==> src/rtl/player_input_capture.sv <==
// Synchronised, debounced player-input peripheral with sticky edge flags and maskable IRQ on Avalon-MM.
// Latency: readdata 1 cycle after avs_read; no wait states, so no backpressure is ever applied.
module player_input_capture #(
    parameter int NUM_CH          = 10,
    parameter int SYNC_STAGES     = 2,
    parameter int DEBOUNCE_CYCLES = 500000,
    parameter int CNT_W           = 19
) (
    input  logic              clk,
    input  logic              reset,
    input  logic [NUM_CH-1:0] datac,
    input  logic [1:0]        avs_address,
    input  logic              avs_read,
    output logic [31:0]       avs_readdata,
    input  logic              avs_write,
    input  logic [31:0]       avs_writedata,
    output logic              irq
);

    localparam int INIT_LEN = SYNC_STAGES + 1;
    localparam int INIT_W   = $clog2(INIT_LEN + 1);

    logic [NUM_CH-1:0] sync_ff [SYNC_STAGES];
    logic [CNT_W-1:0]  cnt     [NUM_CH];
    logic [NUM_CH-1:0] sync;
    logic [NUM_CH-1:0] stable;
    logic [NUM_CH-1:0] stable_nxt;
    logic [NUM_CH-1:0] edge_flags;
    logic [NUM_CH-1:0] edge_set;
    logic [NUM_CH-1:0] edge_clr;
    logic [NUM_CH-1:0] rise;
    logic [NUM_CH-1:0] fall;
    logic [NUM_CH-1:0] mask;
    logic [1:0]        mode;
    logic              bypass;
    logic [INIT_W-1:0] init_cnt;
    logic              in_init;
    logic [31:0]       rd_mux;
    logic              unused_wdata;

    assign sync         = sync_ff[SYNC_STAGES-1];
    assign in_init      = (init_cnt != INIT_W'(INIT_LEN));
    assign unused_wdata = ^avs_writedata;

    // During init the stable state just follows the synchroniser so idle-high keys settle silently.
    always_comb begin
        stable_nxt = stable;
        for (int c = 0; c < NUM_CH; c++) begin
            if (in_init || bypass)
                stable_nxt[c] = sync[c];
            else if (sync[c] != stable[c] && cnt[c] == CNT_W'(DEBOUNCE_CYCLES - 1))
                stable_nxt[c] = sync[c];
        end
    end

    assign rise = stable_nxt & ~stable;
    assign fall = ~stable_nxt & stable;

    always_comb begin
        edge_set = '0;
        case (mode)
            2'b00:   edge_set = rise;
            2'b01:   edge_set = fall;
            2'b10:   edge_set = rise | fall;
            default: edge_set = '0;
        endcase
        if (in_init)
            edge_set = '0;
    end

    assign edge_clr = (avs_write && avs_address == 2'd1) ? avs_writedata[NUM_CH-1:0] : '0;

    always_comb begin
        rd_mux = '0;
        case (avs_address)
            2'd0: rd_mux[NUM_CH-1:0] = stable;
            2'd1: rd_mux[NUM_CH-1:0] = edge_flags;
            2'd2: rd_mux[NUM_CH-1:0] = mask;
            default: begin
                rd_mux[1:0] = mode;
                rd_mux[8]   = bypass;
            end
        endcase
    end

    always_ff @(posedge clk or posedge reset) begin
        if (reset) begin
            for (int i = 0; i < SYNC_STAGES; i++)
                sync_ff[i] <= '0;
            for (int c = 0; c < NUM_CH; c++)
                cnt[c] <= '0;
            stable       <= '0;
            edge_flags   <= '0;
            mask         <= '0;
            mode         <= 2'b00;
            bypass       <= 1'b0;
            init_cnt     <= '0;
            avs_readdata <= '0;
        end else begin
            sync_ff[0] <= datac;
            for (int i = 1; i < SYNC_STAGES; i++)
                sync_ff[i] <= sync_ff[i-1];
            if (in_init)
                init_cnt <= init_cnt + INIT_W'(1);
            stable <= stable_nxt;
            // A matching sample restarts the window; acceptance also restarts it, so the counter never wraps.
            for (int c = 0; c < NUM_CH; c++) begin
                if (in_init || bypass || sync[c] == stable[c])
                    cnt[c] <= '0;
                else if (cnt[c] == CNT_W'(DEBOUNCE_CYCLES - 1))
                    cnt[c] <= '0;
                else
                    cnt[c] <= cnt[c] + CNT_W'(1);
            end
            edge_flags <= (edge_flags & ~edge_clr) | edge_set;
            if (avs_write && avs_address == 2'd2)
                mask <= avs_writedata[NUM_CH-1:0];
            if (avs_write && avs_address == 2'd3) begin
                mode   <= avs_writedata[1:0];
                bypass <= avs_writedata[8];
            end
            if (avs_read)
                avs_readdata <= rd_mux;
        end
    end

    assign irq = |(edge_flags & mask);

endmodule

==> config.mk <==
export PLATFORM = sky130hd
export DESIGN_NAME = player_input_capture
export DESIGN_NICKNAME = d
export VERILOG_FILES = /design/src/rtl/player_input_capture.sv
export SDC_FILE = /design/constraint.sdc
export NUM_CORES = 1
export LEC_CHECK = 0
export CAP_MARGIN = 20
export CELL_PAD_IN_SITES_DETAIL_PLACEMENT = 1
export CELL_PAD_IN_SITES_GLOBAL_PLACEMENT = 1
export CORE_ASPECT_RATIO = 0.6
export CORE_UTILIZATION = 43
export DETAILED_ROUTE_END_ITERATION = 7
export PLACE_DENSITY = 0.83
export SLEW_MARGIN = 10
export SYNTH_ARGS = -nofsm -noshare
export SYNTH_HDL_FRONTEND = slang
export SYNTH_SLANG_ARGS = --single-unit
==> constraint.sdc <==
create_clock -name clk -period 9.7 [get_ports clk]
set_input_delay 2.425 -clock clk [delete_from_list [all_inputs] [get_ports clk]]
set_output_delay 2.425 -clock clk [all_outputs]
set_load 0.005 [all_outputs]
==> results_dict.tcl <==
set metrics [dict create \
    result_of_the_run "finished clean" \
    drc_errors 0 \
    global_route.usage.met3_pct 3.578 \
    postSynth.asyncResetShare_pct 100.0 \
    max_slew.worst_pin.slew_ns 1.052 \
    period_needed_ns 4.535 \
    drt-wirelength-per-cell_um 18.12 \
    critical_path.startpoint_type "flip-flop" \
    endpoint_kind "output pin" \
    ioPinCount 81 \
    final-instance-count-excl-fill 1715 \
    post-place-ws_ns 5.164 \
    worst_r2r_endpoint "edge_flags[2]" \
    detailedRoute.firstPassIterationCount 4 \
    drive_gt1_share_pct 8.460 \
    fin_util_pct 49.32 \
    worst_r2r_startpoint "init_cnt[0]" \
    sequential_fraction_of_the_synthesis_area_pct 49.87 \
    initial_drc_count 677 \
    crit_path_max_incr_delay_ns 0.49 \
    hp-class "reg2reg" \
    fin_setup_tns_ns 0 \
    grt.overflow.total 0 \
    ys_warn_count 0 \
    worst_hold_path.num_cells 0 \
    initial_antenna_violation_count 4 \
    drv_slew 0 \
    r2r_cells 9 \
    critPathSlowestCell "sky130_fd_sc_hd__clkdlybuf4s50_1" \
    postPlaceCellArea_mm2 0.01345 \
    layout_commonest_cell "sky130_fd_sc_hd__dfrtp_1" \
    grtUsageMet1_pct 29.66 \
    synthesis.instances 1264 \
    cp.arrival_ns 2.11 \
    vias 9609 \
    yosys_most_used_dff "sky130_fd_sc_hd__dfrtp_1" \
    initial_core_util_pct 44.11 \
    worst_setup_hold_path_clk_slew_ns 0.07 \
    syn-mean-instance-area_um2 10.12 \
    vias_per_cell 5.603 \
    rsz0062_at_grt "false" \
    timing_worst_setup_path_type "reg2out" \
    placeableCoreArea_mm2 0.02901 \
    yosys_register_bits 255 \
    grt_use_total_pct 20.75 \
    tritoncts "done" \
    cp_top_family "buffers and inverters" \
    leakagePower_nw 5.561 \
    fillerInstances 3163 \
    top_usage_layer "met2" \
    wl_um 31080 \
    finalNetCount 1363 \
    path_buf_inv 1 \
    timing.slew.headroom_pct 29.70 \
    final_design_area_no_fill_mm2 0.01431 \
    timing.critical_path.cells "a22o_1, a221oi_1, nand4_1, clkdlybuf4s50_1" \
    grt_first_pass_wirelength_um 51500 \
    final-seq-area_mm2 0.006381 \
    maximum_number_of_pins_on_one_net_before_global_route_repair 154 \
    gp_congestion 0.7914 \
    area_growth_pct 11.80 \
    syn_area_mm2 0.01280 \
    dpl.cell_count 1667 \
    critPathMaxFanout 3 \
    clock-root-buffer "sky130_fd_sc_hd__clkbuf_16" \
    timing_hold_violations_final 0 \
    die_width_um 224.7 \
    post_synth_edffs 0 \
    place.detailed.hpwl_um 21150 \
    multi_input_area_mm2 0.005943 \
    ctsHtreeMaxLevel 1 \
    number_of_clock_sinks 255 \
    yosysUniqueCellTypes 57 \
    cts_made_buffers 25 \
    most-common-layout-cells "sky130_fd_sc_hd__dfrtp_1 (255), sky130_fd_sc_hd__nor2_1 (192), sky130_fd_sc_hd__xnor2_1 (93)" \
    numPortBuffers 36 \
    hold_start "sync_ff[18]" \
    post_cts_buffers 0 \
    power_per_cell_area_mw_per_mm2 181.5 \
    fp.dieArea_mm2 0.03047 \
    groute.layer.met2.usage_pct 32.35 \
    first_global_vias 9863 \
    count_of_hold_fix_buffers_inserted_at_cts 0 \
    end_point_of_the_most_critical_hold_path "sync[8]" \
    post_cts_resized 0 \
    fmax_ghz 0.2205 \
    worstSkewPairLatency_ns 0.54 \
    clk_path_buf_depth 3 \
    min_period_over_period_pct 46.76 \
    setup_slack_ns 5.165 \
    postRouteAntennaNets 0 \
    floorplan.rows 48 \
    timing.final.setup_violations 0 \
    cp_data_required_time_ns 7.28 \
    clock_skew_ns 0.01321 \
    reg2reg_setup_slack_ns 6.66 \
    maxCapViolCount 0 \
    die_height_um 135.6 \
    vdd_drop_max_uv 100.8 \
]
==> routing by layer <==
metal,vias up,wire length (um)
met4,2,721
met2,97,14340
met5,-,7
met3,53,993
met1,4944,15010
li1,4513,-
==> where the power goes <==
part / leakage [nW] / switching, W / internal, W
logic: 1.78 / 0.000210 / 0.000149
clock network: 0.407 / 0.000434 / 0.000585
registers: 3.38 / 0.0000847 / 0.00113
==> cells in the mapped netlist, types with 7 or more instances <==
library cell	instances	share of area, %
sky130_fd_sc_hd__dfrtp_1	255	50
sky130_fd_sc_hd__nor2_1	192	5.6
sky130_fd_sc_hd__xnor2_1	93	6.4
sky130_fd_sc_hd__nand3_1	67	2.6
sky130_fd_sc_hd__a21oi_1	61	2.4
sky130_fd_sc_hd__inv_1	56	1.6
sky130_fd_sc_hd__nand4_1	54	2.6
sky130_fd_sc_hd__xor2_1	51	3.5
sky130_fd_sc_hd__nand2_1	49	1.4
sky130_fd_sc_hd__nor4_1	38	1.9
sky130_fd_sc_hd__mux2_2	37	3.3
sky130_fd_sc_hd__or4_1	29	1.7
sky130_fd_sc_hd__nor3_1	27	1.1
sky130_fd_sc_hd__or3_1	26	1.3
sky130_fd_sc_hd__buf_4	22	1.3
sky130_fd_sc_hd__clkbuf_1	21	0.62
sky130_fd_sc_hd__ha_1	21	2.1
sky130_fd_sc_hd__o21ai_0	20	0.78
sky130_fd_sc_hd__o31ai_1	14	0.82
sky130_fd_sc_hd__and4_1	13	0.89
sky130_fd_sc_hd__mux2i_1	10	0.78
sky130_fd_sc_hd__a22oi_1	7	0.41
sky130_fd_sc_hd__and3_1	7	0.34
==> how the worst max path moves through the flow <==
stage,start,to,slack (ns),cells past startpoint
2_1_floorplan,reset,avs_readdata[0],0.26,1
3_3_place_gp,avs_address[1],mask[5],5.26,3
3_5_place_dp,avs_address[1],mask[5],5.16,3
4_1_cts,edge_flags[8],irq,5.14,4
5_1_grt,edge_flags[8],irq,5.07,4
6_report,edge_flags[8],irq,5.16,4
==> through the flow <==
step	hold WS [ns]	power [W]
final	0.3483	0.002597
after global routing	0.3593	0.002711
after CTS	0.3475	0.002624
after detailed placement	0.3371	0.001597
after global placement	0.3364	0.001567
after floorplan	0.3312	0.001473
==> worst register-to-register path, cell delays in order (launching register included) <==
cell and delay, ns:
sky130_fd_sc_hd__dfrtp_1 0.38, sky130_fd_sc_hd__ha_1 0.31, sky130_fd_sc_hd__nor2b_2 0.69, sky130_fd_sc_hd__buf_4 0.31, sky130_fd_sc_hd__o21a_1 0.22, sky130_fd_sc_hd__mux2_2 0.36, sky130_fd_sc_hd__ha_1 0.28, sky130_fd_sc_hd__a21oi_1 0.06
sky130_fd_sc_hd__a22oi_1 0.22, sky130_fd_sc_hd__o41ai_1 0.09
==> layout make-up <==
cell class	instances	area share, %
antenna	3	0.05248
clock buffer	32	4.836
clock inverter	13	1.076
inverter	56	1.522
multi-input combinational	915	41.54
sequential	255	44.60
tap	400	3.498
timing repair buffer	41	2.869
==> state kept, by name (all words and copies together), names as in the netlist <==
name and flops:
init_cnt 2, mask 10, sync 10, avs_readdata 10, edge_flags 10, bypass 1, stable 10, mode 2
sync_ff 10, cnt 190
==> cell families after synthesis <==
group	count (synthesis)	share of synthesized area, %
xor gates and xnor gates	144	9.856
buffers and inverters	115	4.322
adders and majority gates	21	2.053
DFF	255	49.87
and+or+nand+nor	538	21.94
muxes	50	4.566
other	1	0.02931
AOI/OAI and AO/OA	140	7.363
Note: power is estimated with default switching activity, not from simulation.
